[src/rtl/pic8259_lite.sv]
// Single-master 8259-style interrupt controller: edge-triggered requests, fixed priority
// (line 0 highest), ICW1/ICW2/ICW4 init, OCW1/OCW2/OCW3, toggle-handshake I/O at BASE_PORT.
module pic8259_lite #(
  parameter logic [11:0] BASE_PORT   = 12'h020,
  parameter logic [7:0]  RESET_VBASE = 8'h08
) (
  input  logic        clk,
  input  logic        reset,
  input  logic [11:0] port,
  input  logic [15:0] din,
  output logic [15:0] dout,
  input  logic        cpu_iordin,
  output logic        cpu_iordout,
  input  logic        cpu_iowrin,
  output logic        cpu_iowrout,
  input  logic [7:0]  irq,
  input  logic        inta,
  output logic        intr,
  output logic [7:0]  vector
);

  typedef enum logic [1:0] {
    ST_READY     = 2'd0,
    ST_WAIT_ICW2 = 2'd1,
    ST_WAIT_ICW4 = 2'd2
  } state_t;

  // Index of the lowest set bit, or 8 when no bit is set.
  function automatic logic [3:0] f_lowest(input logic [7:0] v);
    logic [3:0] idx;
    idx = 4'd8;
    for (int i = 7; i >= 0; i--) begin
      if (v[i]) idx = 4'(i);
    end
    return idx;
  endfunction

  function automatic logic [7:0] f_onehot(input logic [3:0] idx);
    return idx[3] ? 8'h00 : (8'h01 << idx[2:0]);
  endfunction

  state_t      r_state;
  state_t      w_state_nxt;
  logic        r_iord;
  logic        r_iowr;
  logic        r_cs_cmd;
  logic        r_cs_data;
  logic [15:0] r_dout;
  logic [7:0]  r_s1;
  logic [7:0]  r_s2;
  logic [7:0]  r_d;
  logic [7:0]  r_irr;
  logic [7:0]  r_isr;
  logic [7:0]  r_imr;
  logic [4:0]  r_vbase;
  logic        r_rsel;
  logic        r_icw4;
  logic        r_intr;
  logic [7:0]  r_vector;

  logic        w_wr;
  logic [7:0]  w_byte;
  logic        w_wr_cmd;
  logic        w_wr_data;
  logic        w_ready;
  logic        w_icw1;
  logic        w_ocw1;
  logic        w_ocw2;
  logic        w_ocw3;
  logic [7:0]  w_eoi_mask;
  logic [7:0]  w_req;
  logic [3:0]  w_p;
  logic [3:0]  w_s;
  logic        w_pending;
  logic [7:0]  w_ack_mask;
  logic [7:0]  w_rise;
  logic [7:0]  w_irr_nxt;
  logic [7:0]  w_isr_nxt;
  logic [7:0]  w_rd_sel;

  assign w_wr      = r_iowr ^ cpu_iowrin;
  assign w_byte    = port[0] ? din[15:8] : din[7:0];
  assign w_wr_cmd  = w_wr & r_cs_cmd;
  assign w_wr_data = w_wr & r_cs_data;
  assign w_ready   = (r_state == ST_READY);
  assign w_icw1    = w_wr_cmd & w_byte[4];
  assign w_ocw1    = w_wr_data & w_ready;
  assign w_ocw2    = w_wr_cmd & ~w_byte[4] & ~w_byte[3] & w_ready;
  assign w_ocw3    = w_wr_cmd & ~w_byte[4] &  w_byte[3] & w_ready;

  assign w_req      = r_irr & ~r_imr;
  assign w_p        = f_lowest(w_req);
  assign w_s        = f_lowest(r_isr);
  assign w_pending  = (w_req != 8'h00) && (w_p < w_s);
  assign w_ack_mask = (inta && w_pending) ? f_onehot(w_p) : 8'h00;
  assign w_rise     = r_s2 & ~r_d;

  always_comb begin
    w_eoi_mask = 8'h00;
    if (w_ocw2) begin
      if (w_byte == 8'h20) begin
        w_eoi_mask = f_onehot(w_s);
      end else if (w_byte[7:3] == 5'b01100) begin
        w_eoi_mask = 8'h01 << w_byte[2:0];
      end
    end
  end

  // A rise on a line being acknowledged in the same cycle keeps its request;
  // EOI clears before the ack sets, and ICW1 overrides both.
  assign w_irr_nxt = (r_irr & ~w_ack_mask) | w_rise;
  assign w_isr_nxt = w_icw1 ? 8'h00 : ((r_isr & ~w_eoi_mask) | w_ack_mask);
  assign w_rd_sel  = r_rsel ? r_isr : r_irr;

  always_comb begin
    w_state_nxt = r_state;
    if (w_icw1) begin
      w_state_nxt = ST_WAIT_ICW2;
    end else if (w_wr_data) begin
      case (r_state)
        ST_WAIT_ICW2: w_state_nxt = r_icw4 ? ST_WAIT_ICW4 : ST_READY;
        ST_WAIT_ICW4: w_state_nxt = ST_READY;
        default:      w_state_nxt = r_state;
      endcase
    end
  end

  always_ff @(posedge clk or posedge reset) begin
    if (reset) begin
      r_state <= ST_READY;
    end else begin
      r_state <= w_state_nxt;
    end
  end

  always_ff @(posedge clk or posedge reset) begin
    if (reset) begin
      r_iord    <= 1'b0;
      r_iowr    <= 1'b0;
      r_cs_cmd  <= 1'b0;
      r_cs_data <= 1'b0;
      r_dout    <= 16'hFFFF;
      r_s1      <= 8'h00;
      r_s2      <= 8'h00;
      r_d       <= 8'h00;
      r_irr     <= 8'h00;
      r_isr     <= 8'h00;
      r_imr     <= 8'hFF;
      r_vbase   <= RESET_VBASE[7:3];
      r_rsel    <= 1'b0;
      r_icw4    <= 1'b0;
      r_intr    <= 1'b0;
      r_vector  <= 8'h00;
    end else begin
      r_iord    <= cpu_iordin;
      r_iowr    <= cpu_iowrin;
      r_cs_cmd  <= (port == BASE_PORT);
      r_cs_data <= (port == BASE_PORT + 12'd1);
      r_s1      <= irq;
      r_s2      <= r_s1;
      r_d       <= r_s2;
      r_irr     <= w_irr_nxt;
      r_isr     <= w_isr_nxt;
      if (w_icw1) begin
        r_imr  <= 8'h00;
        r_rsel <= 1'b0;
        r_icw4 <= w_byte[0];
      end else begin
        if (w_ocw1) r_imr <= w_byte;
        if (w_wr_data && (r_state == ST_WAIT_ICW2)) r_vbase <= w_byte[7:3];
        if (w_ocw3 && w_byte[1]) r_rsel <= w_byte[0];
      end
      r_intr   <= w_pending;
      r_vector <= {r_vbase, w_p[2:0]};
      if (r_cs_cmd) begin
        r_dout <= {w_rd_sel, w_rd_sel};
      end else if (r_cs_data) begin
        r_dout <= {r_imr, r_imr};
      end else begin
        r_dout <= 16'hFFFF;
      end
    end
  end

  assign dout        = r_dout;
  assign cpu_iordout = r_iord;
  assign cpu_iowrout = r_iowr;
  assign intr        = r_intr;
  // During inta the vector reflects the live decision so a spurious ack reads level 7.
  assign vector      = inta ? {r_vbase, (w_pending ? w_p[2:0] : 3'd7)} : r_vector;

endmodule

[config.mk]
export PLATFORM = sky130hd
export DESIGN_NAME = pic8259_lite
export DESIGN_NICKNAME = d
export VERILOG_FILES = /design/src/rtl/pic8259_lite.sv
export SDC_FILE = /design/constraint.sdc
export NUM_CORES = 1
export LEC_CHECK = 0
export CAP_MARGIN = 20
export CORE_MARGIN = 5
export CORE_UTILIZATION = 52
export CTS_CLUSTER_SIZE = 16
export DETAILED_ROUTE_END_ITERATION = 10
export HOLD_SLACK_MARGIN = 0.03
export PLACE_DENSITY = 0.8
export SKIP_LAST_GASP = 1
export SLEW_MARGIN = 20
export SYNTH_ARGS = -nofsm -noshare
export SYNTH_HDL_FRONTEND = slang
export SYNTH_SLANG_ARGS = --single-unit
[constraint.sdc]
create_clock -name clk -period 3.6 [get_ports clk]
set_input_delay 0.72 -clock clk [delete_from_list [all_inputs] [get_ports clk]]
set_output_delay 0.72 -clock clk [all_outputs]
set_load 0.01 [all_outputs]
After elaboration in Yosys (flattened, before gate mapping)
Cells that the tools add are included.
{"block": "totals", "reg_bits": 86, "in_bits": 41, "output_inout_bits": 27, "wordCells": 99}
{"block": "classes", "order_cmp": 1, "n_eq_ne": 6, "shift": 3, "mux": 37, "bitwise": 23, "reduce_logical": 12}
{"operator": "$mux W8", "count": 12}
{"operator": "$mux W4", "count": 16}
{"operator": "$and A8 B8 Y8", "count": 4}
{"operator": "$mux W16", "count": 2}
{"operator": "$not A8 Y8", "count": 4}
{"operator": "$eq A12 B6 Y1 const B", "count": 2}
{"operator": "$shl A1 B3 Y8 const A", "count": 3}
{"operator": "$or A8 B8 Y8", "count": 2}
{"operator": "$and A1 B1 Y1", "count": 9}
{"operator": "$eq A8 B6 Y1 const B", "count": 1}
{"operator": "$reduce_bool A8 Y1", "count": 1}
{"operator": "$mux W2", "count": 3}
{"operator": "$reduce_bool A2 Y1", "count": 3}
{"operator": "$eq A5 B4 Y1 const B", "count": 1}
{"operator": "$logic_and A1 B1 Y1", "count": 4}
{"operator": "$lt A4 B4 Y1", "count": 1}
{"operator": "$pmux W2 S2", "count": 1}
{"operator": "$reduce_and A2 Y1", "count": 2}
{"operator": "$mux W3", "count": 1}
{"operator": "$not A1 Y1", "count": 3}
{"operator": "$reduce_bool A3 Y1", "count": 1}
{"operator": "$eq A2 B1 Y1 const B", "count": 1}
{"operator": "$eq A2 B2 Y1 const B", "count": 1}
{"operator": "$logic_not A2 Y1", "count": 1}
{"operator": "other kinds (2)", "count": 3}

Longest topological paths before layout
Gate-level depths: netlist (run 1).
{"block": "logic_depth", "depth_word": 17, "mapped_depth": 11, "depth_no_buf": 11}

Least setup slack after synthesis (run 1)
Ideal clock, no wire load.
{"block": "synth_timing", "path_type": "register to output", "start": "register r_isr[3]", "end": "output port vector[1]", "arrival_ns": 2.560, "required_ns": 2.880, "setup_slack_ns": 0.320, "path_stages_with_launch": 10, "path_buffers": 0, "cell_sequence": "dfrtp_1 nor4_1 nand2_1 or3_1 ha_1 a21o_1 a41o_1 a21oi_2 a21boi_2 a31oi_1"}
{"block": "synth_via", "elab_chain_cells": 8}
{"element": "start, declared", "line": "53", "rtl": "logic [7:0] r_isr;"}
{"element": "start signal, assigned", "line": "163", "rtl": "r_isr <= w_isr_nxt;"}
{"element": "$mux W4 (4 in series)", "line": "33", "rtl": "if (v[i]) idx = 4'(i);"}
{"element": "$lt A4 B4 Y1", "line": "94", "rtl": "assign w_pending = (w_req != 8'h00) && (w_p < w_s);"}
{"element": "$logic_and A1 B1 Y1", "line": "94"}
{"element": "net w_pending", "line": "74", "rtl": "logic w_pending;"}
{"element": "$mux W3", "line": "190", "rtl": "assign vector = inta ? {r_vbase, (w_pending ? w_p[2:0] : 3'd7)} : r_vector;"}
{"element": "$mux W8", "line": "190"}
{"element": "end, declared", "line": "19", "rtl": "output logic [7:0] vector"}
The timed path passes the listed nets, and every way through them passes these cells.

Worst setup path after layout (run 1)
{"block": "layout_timing", "start": "register r_imr[0]", "end": "output port vector[2]"}
{"block": "layout_via", "elab_chain_cells": 7, "elab_cells_between_ends": 8, "cone_classes": "1 x order compare; 3 x mux; 2 x bitwise; 2 x reduce/logical"}
{"element": "start, declared", "line": "54", "rtl": "logic [7:0] r_imr;"}
{"element": "start signal, assigned", "line": "169", "rtl": "if (w_ocw1) r_imr <= w_byte;"}
{"element": "$not A8 Y8 (*)", "line": "91", "rtl": "assign w_req = r_irr & ~r_imr;"}
{"element": "$and A8 B8 Y8 (*)", "line": "91"}
{"element": "$mux W4", "line": "33"}
{"element": "$lt A4 B4 Y1", "line": "94"}
{"element": "$logic_and A1 B1 Y1 (*)", "line": "94"}
{"element": "net w_pending", "line": "74"}
{"element": "$mux W3 (*)", "line": "190"}
{"element": "$mux W8 (*)", "line": "190"}
Mark *: on every way through the listed nets, which the timed path passes. The rest lies on a longest branch.

==> results of run 1 <==
worst register-to-register path: stages, from the launching register on:
cell and delay [ps]:
dfstp_2 550, and2b_2 250, a2111oi_4 200, inv_1 80, nor2_2 140, ha_4 220, a21o_1 170, a41o_1 230
a21oi_2 150, buf_4 160, nand3_1 140, a22o_1 220
area by class of cell:
| cell class | instances | area share, % |
|---|---|---|
| Clock buffer | 11 | 2.79 |
| Timing Repair Buffer | 92 | 18.2 |
| Sequential cell | 78 | 41.9 |
| Inverter | 18 | 1.44 |
| Multi-Input combinational cell | 228 | 31.8 |
| Tap cell | 80 | 2.13 |
| Clock inverter | 5 | 1.78 |
kinds of logic (layout without fill, tap and decap cells):
group                    count (synthesis)  after routing  share of synthesized area, %
AND/OR/NAND/NOR                        118            118                          16.7
buffers and inverters                   35            126                          4.64
adder cells (fa/ha/maj)                  3              3                          1.05
multiplexers                            23             23                          6.70
flip-flops                              78             78                          55.1
XOR/XNOR                                 3              3                         0.733
AO/OA/AOI/OAI                           81             81                          15.2
state kept, by name, indices dropped and copies added (netlist names), 2 cells and up:
signal	cells
r_vbase	5
r_isr	8
r_d	8
r_state	2
r_s2	8
r_imr	8
dout	8
r_vector	8
r_s1	8
r_irr	8
power groups by stage:
stage / sequential (mW) / clock (mW) / combinational, mW
floorplan: 0.967 / 0 / 0.171
global placement: 0.958 / 0 / 0.388
detailed placement: 0.959 / 0 / 0.390
CTS: 0.945 / 0.714 / 0.396
global route: 0.954 / 0.753 / 0.444
finish: 0.950 / 0.709 / 0.409
synth_stat cells, types with 2 or more instances:
| cell type | n | area (µm²) |
|---|---|---|
| dfstp_2 | 17 | 447 |
| nand2_1 | 15 | 56.3 |
| o21ai_0 | 16 | 80.1 |
| nand2b_1 | 5 | 31.3 |
| clkbuf_1 | 4 | 15.0 |
| a21oi_1 | 23 | 115 |
| a211oi_1 | 9 | 67.6 |
| nand3b_1 | 2 | 15.0 |
| o21ai_1 | 2 | 10.0 |
| and2_1 | 2 | 12.5 |
| ha_1 | 3 | 37.5 |
| dfrtp_1 | 61 | 1530 |
| nor2b_1 | 10 | 62.6 |
| nor3b_1 | 2 | 15.0 |
| a41o_1 | 2 | 20.0 |
| xnor2_1 | 2 | 17.5 |
| nor4_1 | 5 | 31.3 |
| and3_1 | 4 | 25.0 |
| o22ai_1 | 4 | 25.0 |
| inv_1 | 18 | 67.6 |
| buf_4 | 8 | 60.1 |
| buf_2 | 4 | 20.0 |
| a32o_1 | 2 | 20.0 |
| mux2i_1 | 15 | 150 |
| o211ai_1 | 2 | 15.0 |
| mux2_2 | 8 | 90.1 |
| nor2_1 | 43 | 161 |
| o41ai_1 | 2 | 17.5 |
| nor3_1 | 8 | 40.0 |
| a31oi_1 | 6 | 37.5 |
| a21o_1 | 2 | 15.0 |
| a22o_1 | 3 | 26.3 |
| nand3_1 | 11 | 55.1 |
path summary, 6_finish.rpt:
check,from,endpoint,slack (ps),cells past startpoint
worst min-delay path,r_s1[1],r_s2[1],360,0
worst max-delay path,r_imr[0],vector[2],20,11
worst min register to register,r_s1[1],r_s2[1],360,0
max in group asynchronous,reset,r_imr[2],2040,3
min in group asynchronous,reset,cpu_iordout,820,2
worst max register to register,r_imr[0],r_irr[6],970,11
stage by stage:
step	instance area, µm²	power [mW]	std cells	util (%)	hold slack, ps
after floorplan	3580	1.14	341	-	331
after global placement	4430	1.35	493	65.6	333
after detailed placement	4430	1.35	493	65.6	336
after CTS	4650	2.05	509	68.9	360
after global routing	4710	2.15	512	69.7	369
final	4710	2.07	512	69.7	356
timing repair:
action	CTS	global route
endpoints found under the setup margin	3	3
hold endpoints to repair	0	0
pin swaps	1	4
gates resized for setup	12	9
setup buffers	0	3
layer usage:
metal | part of all wire (%) | wire length, µm | track usage [%]
met1 | 44 | 3860 | 29.6
met2 | 49 | 4260 | 34.6
met3 | 5.8 | 505 | 3.46
met4 | 1.7 | 152 | 8.06
met5 | 0 | 0 | 0
==> summary.md, run 1 <==
| Metric | Value |
|---|---|
| Status | complete, no violations |
| Setup Viol. Count Final | 0 |
| Die Height | 93.0 µm |
| Clock skew | approximately 8.3 ps |
| DRC viols | 0 |
| Int Pwr | about 1.5 mW |
| Power Dens Cells | 439 nW/µm² |
| Wirelength per Cell | 17.1 µm |
| Fillers | 500 |
| Post-synth EDFFs | 0 |
| Pre-CTS setup slack | -2.18 ps |
| Fin. Hold Viols | 0 |
| Mapped Area | 3580 µm² |
| Most frequent cells in the layout | clkdlybuf4s50_1 (64), dfrtp_1 (61), nor2_1 (42) |
| Root buffer cell | clkbuf_8 |
| Row count | 30 |
| Drt via density | around 5.7 |
| Final setup TNS | 0 ps |
| Grt total ovfl | 0 |
| Worst-Skew Late Latency | around 350 ps |
| Pre-antenna DRT Iters | 5 |
| Clk pwr share | 34.3% |
| First-pass GRT wire length | 14,300 µm |
| CP delay by family, top | compound AO/OA/AOI/OAI gates |
| Fmax | 280 MHz |
| Pin count of the biggest net entering global routing | 44 |
| Slew Viols, Final | 0 |
| Share of layout cells above drive strength 1 | 19.2% |
| Mapped Avg Cell Area | 10.5 µm² |
| Register area share after synthesis | ~55% |
| Ports | 68 |
| RD Place Congestion | approximately 1 |
| P&R area growth vs syn | 31.4% |
| Flop pwr share | between 40% and 50% |
| CP Max Fanout | 4 |
| Starting Density | 53.0% |
| CTS tree | built |
| Multi-input gate area | 1500 µm² |
| Post-cts hold buffer count | 0 |
| Initial antenna violation count | 0 |
| Mapped Cells | 341 |
| Tot GR Track Use | a little over a fifth |
| Critical path buffers and inverters | 2 |
| CP endpoint kind | output port |
| Cell variety after synth | 54 |
| Reg area | 1970 µm² |
| Sw Pwr | 0.558 mW |
| Critical path's slowest cell | dfstp_2 |
| Max Buffers Root-to-Sink | 2 |
| Critical Path RT | 2880 ps |
| Worst min-delay path class | flip-flop to flip-flop |
| RSZ-0062 raised after global routing | yes |
| Worst path max stage delay | 550 ps |
| WP data arrival | 2860 ps |
| Hpwl dp | between 6000 and 7000 µm |
| Ys Warns | 0 |
| Final WL | 8770 µm |
| CP Class | flip-flop to output port |
| Pleak | 2.01 nW |
| Count of antenna diodes in the layout | 0 |
| Post-route ant nets | 0 |
| FFs w/ async S/R, synth | 100% |
| Max-cap violations | 0 |
| Sw frac | 27.0% |
| Chip Width | 93.0 µm |
| Worst Slack Setup Final | 24.4 ps |
| Die Area | 8650 µm² |
| Post-Syn Nets | 385 |
| Fin nets | 471 |
| Crit-path cells | and2b_2 > a2111oi_4 > inv_1 > nor2_2 > ha_4 > a21o_1 > a41o_1 > a21oi_2 > a21boi_4 > a31oi_1 > buf_2 |
| Most common cell after layout, fill and taps aside | clkdlybuf4s50_1 |
| Comb power frac | 19.8% |
| CORE AREA | 6760 µm² |
| Max_slew headroom | 49.9% |
| Max VDD drop | 279 µV |
| Via count | 2,921 |
| H-tree levels | 3 |
| Least-Margin Pin Slew | 750 ps |
| Min cycle time layout | 3580 ps |
| I/O Buffers | between 60 and 70 |
| Clk slew on worst S/H paths | about 80 ps |
| Num Clock Sinks | between 70 and 80 |
| Final period util | 99.3% |
| DRT iter0 DRCs | approximately 230 |
| Crit path launch type | flip-flop |
| Vias in the first global route | 2,857 |
| Cts bufs inserted | 9 |
| Seq cells post-synth | 78 |
| Synth Flop Type | dfrtp_1 |
(Power assumes the default switching activity.)
==> inputs of run 2 (changes only) <==
- CORE_UTILIZATION: 52 -> 55
- DONT_BUFFER_PORTS: not set -> 1
- PLACE_DENSITY: 0.8 -> 0.7
- SLEW_MARGIN: 20 -> 0
==> run 2 against run 1 <==
  * Register-to-register slack got worse by 170 ps
  * Clock skew about the same
  * Utilization decreased by 6.2 points
  * Via count decreased by 11%
  * Non-clock buffer count decreased by 77
  * Setup slack improved by 14 ps
  * Critical path type unchanged
==> summary.md, run 2 (synthesized netlist as in run 1, its figures left out) <==
| Metric | Value |
|---|---|
| Status | complete, no violations (unchanged) |
| Max-cap violations | 0 (unchanged) |
| Pleak | 1.70 nW (was 2.01 nW) |
| Final setup TNS | 0 ps (unchanged) |
| Most frequent cells in the layout | dfrtp_1 (60), nor2_1 (42), a21oi_1 (21) (was clkdlybuf4s50_1 (64), dfrtp_1 (61), nor2_1 (42)) |
| Vias in the first global route | 2,567 (was 2,857) |
| Post-cts hold buffer count | 0 (unchanged) |
| Hpwl dp | 6080 µm (was 6700 µm) |
| Drt via density | 5.99 (was 5.71) |
| Final period util | 98.9% (was 99.3%) |
| CP Max Fanout | 3 (was 4) |
| Chip Width | 90.7 µm (was 93.0 µm) |
| Via count | 2,587 (was 2,921) |
| P&R area growth vs syn | 12.5% (was 31.4%) |
| Starting Density | 56.4% (was 53.0%) |
| Wirelength per Cell | 19.4 µm (was 17.1 µm) |
| Most common cell after layout, fill and taps aside | dfrtp_1 (was clkdlybuf4s50_1) |
| Post-route ant nets | 0 (unchanged) |
| CORE AREA | 6350 µm² (was 6760 µm²) |
| Core Util, Final | 63.5% (was 69.7%) |
| Clk slew on worst S/H paths | 80 ps (about the same) |
| Critical Path RT | 2880 ps (about the same) |
| Die Area | 8230 µm² (was 8650 µm²) |
| Cts bufs inserted | 9 (unchanged) |
| Ports | 68 (unchanged) |
| Worst min-delay path class | flip-flop to flip-flop (unchanged) |
| RD Place Congestion | 0.893 (was 0.992) |
| Tot GR Track Use | 20.7% (was 21.5%) |
| Fillers | 500 (unchanged) |
| Max Buffers Root-to-Sink | 2 (unchanged) |
| DRT iter0 DRCs | 172 (was 234) |
| Cells after DPL | 407 (was 493) |
| Min cycle time layout | 3560 ps (was 3580 ps) |
| First-pass GRT wire length | 13,300 µm (was 14,300 µm) |
| Final Non-Filler Cells | 432 (was 512) |
| Share of layout cells above drive strength 1 | 22.5% (was 19.2%) |
| CP endpoint kind | output port (unchanged) |
| Fin. Hold Viols | 0 (unchanged) |
| Max_slew headroom | 36.2% (was 49.9%) |
| Grt total ovfl | 0 (unchanged) |
| Least-Margin Pin Slew | 952 ps (was 750 ps) |
| Row count | 29 (was 30) |
| H-tree levels | 3 (unchanged) |
| Count of antenna diodes in the layout | 0 (unchanged) |
| Worst-Skew Late Latency | 360 ps (was 350 ps) |
| I/O Buffers | 0 (was 67) |
| Initial antenna violation count | 0 (unchanged) |
| Max VDD drop | 438 µV (was 279 µV) |
| Die Height | 90.7 µm (was 93.0 µm) |
| Crit path launch type | flip-flop (unchanged) |
| Power Dens Cells | 506 nW/µm² (was 439 nW/µm²) |
| Final WL | 8400 µm (was 8770 µm) |
| Pin count of the biggest net entering global routing | 53 (was 44) |
| Num Clock Sinks | 78 (unchanged) |
| CTS tree | built (unchanged) |
| Fmax | 281 MHz (was 280 MHz) |
| Pre-antenna DRT Iters | 4 (was 5) |
| Worst Slack Setup Final | 38.1 ps (was 24.4 ps) |
| Pre-CTS setup slack | 221 ps (was -2.18 ps) |
| Clock skew | 8.23 ps (was 8.33 ps) |
| CP Class | flip-flop to output port (unchanged) |
| Root buffer cell | clkbuf_8 (unchanged) |
| WP data arrival | 2840 ps (was 2860 ps) |
| DRC viols | 0 (unchanged) |
| Fin nets | 394 (was 471) |
| Setup Viol. Count Final | 0 (unchanged) |
| Slew Viols, Final | 0 (unchanged) |
| Total chip power | 2.04 mW (was 2.07 mW) |
-- run 2: cell count changes in the layout (fill, tap and decap cells not counted), sizes merged --
cell,previous run,this run
buf,27,15
clkbuf,12,9
clkinv,1,3
clkdlybuf4s50,64,0
inv,18,19
clkinvlp,2,1
-- run 2: worst max-delay path: stages (launching register included) --
cell and delay, ps:
dfstp_2 550, and2b_2 240, a2111oi_4 240, inv_1 110
nor2_2 150, ha_4 220, a21o_1 170, a41o_1 230
a21oi_2 140, a21boi_4 280, a31oi_4 130
-- run 2: cell type report --
type | instances | area [µm²] | share of cell area, %
well taps | 77 | 96.3 | 2.39
clock inverters | 7 | 105 | 2.61
clock buffers | 9 | 124 | 3.07
multi-input cells | 228 | 1550 | 38.4
repair buffers | 15 | 113 | 2.79
inverters | 18 | 68.8 | 1.71
flip-flops and latches | 78 | 1970 | 49.0
-- run 2: report_power, final --
| part | internal, mW | switching [mW] |
|---|---|---|
| Sequential | 0.923 | 0.0371 |
| Clock | 0.400 | 0.344 |
| Combinational | 0.147 | 0.187 |
| Total | 1.47 | 0.568 |
-- run 2: worst paths after layout --
path                          start        end  slack (ps)  cells after the start
min reg2reg                 r_s1[1]    r_s2[1]         350                      0
max in group asynchronous     reset    dout[8]        2420                      2
max reg2reg                r_imr[0]   r_irr[1]         800                     12
min in group asynchronous     reset   r_irr[2]         390                      1
max                        r_imr[0]  vector[1]          40                     10
min                         r_s1[1]    r_s2[1]         350                      0
-- run 2: through the flow --
step,area (µm²),hold slack (ps)
5_1_grt,4030,354
2_1_floorplan,3580,331
3_3_place_gp,3630,332
6_report,4030,354
4_1_cts,3900,357
3_5_place_dp,3630,336
-- run 2: repair_timing --
item | in CTS | in global routing
pin swaps | 2 | 4
resized for setup | 5 | 16
buffers inserted | 3 | 6
setup endpoints to repair | 3 | 3
-- run 2: metal layers --
metal | up-vias | GRT usage [%] | part of all wire (%)
met4 | 0 | 7.20 | 1.9
met5 | - | 0 | 0
li1 | 1217 | - | -
met2 | 110 | 29.5 | 45
met3 | 16 | 6.42 | 7.7
met1 | 1244 | 29.7 | 46
==> inputs of run 3 (changes only) <==
- CORE_MARGIN: 5 -> not set
==> run 3 against run 2 <==
  * Hold slack lost 13 ps
  * Flip-flop and latch count is the same
  * Via count shrank 0.31%
  * Sequential power grew 0.5%
  * Setup slack gained 44 ps
  * Critical path depth shrank 1
  * Clock power shrank 13%
  * Routed wire length shrank 3.6%
  * Fmax grew 1.2%
  * Power shrank 5.1%
  * Count of clock-buffer cells in the layout grew 2
  * Largest cell class unchanged
==> summary.md, run 3 (synthesized netlist as in run 1, its figures left out) <==
| Metric | Value |
|---|---|
| Status | complete, no violations (unchanged) |
| Max-cap violations | 0 (unchanged) |
| Critical Path RT | 2880 ps (about the same) |
| Num Clock Sinks | 78 (unchanged) |
| Worst-Skew Late Latency | 350 ps (was 360 ps) |
| Critical path's slowest cell | dfstp_2 (unchanged) |
| Worst path max stage delay | 570 ps (was 550 ps) |
| Pre-antenna DRT Iters | 4 (unchanged) |
| I/O Buffers | 0 (unchanged) |
| Min cycle time layout | 3520 ps (was 3560 ps) |
| Row count | 29 (unchanged) |
| Cts bufs inserted | 9 (unchanged) |
| Pleak | 1.69 nW (was 1.70 nW) |
| WP data arrival | 2800 ps (was 2840 ps) |
| Max_slew headroom | 42.3% (was 36.2%) |
| Max Buffers Root-to-Sink | 2 (unchanged) |
| H-tree levels | 3 (unchanged) |
| Clock skew | 7.89 ps (was 8.23 ps) |
| Crit path launch type | flip-flop (unchanged) |
| Fillers | 524 (was 500) |
| CP Max Fanout | 4 (was 3) |
| RR Endpoint | r_irr[6] (was r_irr[1]) |
| Clk slew on worst S/H paths | 80 ps (about the same) |
| Least-Margin Pin Slew | 861 ps (was 952 ps) |
| Final setup TNS | 0 ps (unchanged) |
| R2R setup slack | 850 ps (was 800 ps) |
| Most common cell after layout, fill and taps aside | dfrtp_1 (unchanged) |
| CP Class | flip-flop to output port (unchanged) |
| Final WL | 8100 µm (was 8400 µm) |
| CORE AREA | 6310 µm² (was 6350 µm²) |
| Setup Viol. Count Final | 0 (unchanged) |
| Root buffer cell | clkbuf_8 (unchanged) |
| Cells after DPL | 406 (was 407) |
| Power Dens Cells | 481 nW/µm² (was 506 nW/µm²) |
| Crit-path cells | nor2b_1 > or2_2 > o21ai_4 > inv_1 > ha_1 > o211a_4 > a21oi_2 > a21boi_4 > a31oi_4 (was and2b_2 > a2111oi_4 > inv_1 > nor2_2 > ha_4 > a21o_1 > a41o_1 > a21oi_2 > a21boi_4 > a31oi_4) |
| Post-cts hold buffer count | 0 (unchanged) |
| Placed Instance Area | 3620 µm² (was 3630 µm²) |
| Die Area | 6840 µm² (was 8230 µm²) |
| Fin nets | 396 (was 394) |
| Core Util, Final | 63.7% (was 63.5%) |
| Critical path buffers and inverters | 1 (unchanged) |
| Final Non-Filler Cells | 434 (was 432) |
| DRC viols | 0 (unchanged) |
| Vias in the first global route | 2,344 (was 2,567) |
| Die Height | 82.7 µm (was 90.7 µm) |
| Initial antenna violation count | 0 (unchanged) |
| Share of layout cells above drive strength 1 | 23.0% (was 22.5%) |
| Worst path depth | 9 (was 10) |
| WHS | 341 ps (was 354 ps) |
| DRT iter0 DRCs | 194 (was 172) |
| CTS tree | built (unchanged) |
| Pin count of the biggest net entering global routing | 46 (was 53) |
| Chip Width | 82.7 µm (was 90.7 µm) |
| Final Instance Area | 4020 µm² (was 4030 µm²) |
| Via count | 2,579 (was 2,587) |
| Wirelength per Cell | 18.7 µm (was 19.4 µm) |
| Max VDD drop | 418 µV (was 438 µV) |
| Ports | 68 (unchanged) |
| Most frequent cells in the layout | dfrtp_1 (58), nor2_1 (41), a21oi_1 (23) (was dfrtp_1 (60), nor2_1 (42), a21oi_1 (21)) |
| Post-route ant nets | 0 (unchanged) |
| P&R area growth vs syn | 12.2% (was 12.5%) |
| Fin. Hold Viols | 0 (unchanged) |
| RD Place Congestion | 0.954 (was 0.893) |
| Final period util | 97.7% (was 98.9%) |
| Starting Density | 56.8% (was 56.4%) |
| Worst reg2reg path depth | 11 (was 12) |
| Grt total ovfl | 0 (unchanged) |
| CP endpoint kind | output port (unchanged) |
| Slew Viols, Final | 0 (unchanged) |
| Count of antenna diodes in the layout | 0 (unchanged) |
| Fmax | 284 MHz (was 281 MHz) |
| Hpwl dp | 5810 µm (was 6080 µm) |
| Reg-to-Reg Start | r_imr[3] (was r_imr[0]) |
| Worst min-delay path class | input port to async pin (was flip-flop to flip-flop) |
| First-pass GRT wire length | 12,400 µm (was 13,300 µm) |
| Drt via density | 5.94 (was 5.99) |
| Tot GR Track Use | 25.4% (was 20.7%) |
| CP delay by family, top | compound AO/OA/AOI/OAI gates (unchanged) |
## run 3: cell types whose count changed in the layout (fill, tap and decap cells not counted), moves of 2 or more
cell | before | now
a21oi_1 | 21 | 23
buf_4 | 15 | 17
nand2_2 | 1 | 3
nand2_1 | 15 | 13
dfrtp_2 | 1 | 3
a21oi_2 | 3 | 1
dfrtp_1 | 60 | 58
## run 3: how the worst max path moves through the flow
stage,slack [ps],end,startpoint
6_report,80,vector[2],r_imr[3]
5_1_grt,-20,vector[2],r_imr[0]
4_1_cts,1,vector[2],r_isr[2]
3_5_place_dp,100,vector[2],r_isr[3]
3_3_place_gp,210,vector[1],r_isr[3]
2_1_floorplan,320,vector[1],r_isr[3]
## run 3: repair_timing
item | 4_1_cts | 5_1_grt
gates resized for setup | 3 | 19
setup endpoints to repair | 3 | 3
pin swaps | 2 | 8
buffers inserted | 3 | 9
## run 3: area by class of cell
| type | count | area [µm²] | share of cell area [%] |
|---|---|---|---|
| Timing Repair Buffer | 17 | 128 | 3.18 |
| Sequential cell | 78 | 1980 | 49.2 |
| Inverter | 18 | 68.8 | 1.71 |
| Clock buffer | 11 | 141 | 3.52 |
| Clock inverter | 5 | 58.8 | 1.46 |
| Multi-Input combinational cell | 228 | 1550 | 38.5 |
| Tap cell | 77 | 96.3 | 2.40 |
## run 3: through the flow
step,worst slack [ps],power [mW]
after floorplan,320,1.14
after global placement,212,1.21
after detailed placement,98.6,1.21
after CTS,1.29,1.89
after global routing,-24.3,2.02
final,81.7,1.93
## run 3: where the power goes
part	internal (mW)	total [mW]	switching (mW)
sequential	0.924	0.965	0.0413
combinational	0.143	0.319	0.176
clock	0.339	0.650	0.311
total	1.41	1.93	0.528
## run 3: worst reg2reg max path, delay by kind of cell (launching register included)
kind	cells	cell delay [ps]
buffers and inverters	3	310
flip-flops	1	570
AO/OA/AOI/OAI	4	880
adder cells (fa/ha/maj)	1	300
AND/OR/NAND/NOR	3	580
## run 3: metal layers
metal | global-route usage (%) | part of all wire [%] | routed length (µm)
met1 | 36.5 | 45 | 3670
met2 | 37.0 | 46 | 3750
met3 | 5.82 | 6.4 | 521
met4 | 9.66 | 1.9 | 151
met5 | 0 | 0 | 0
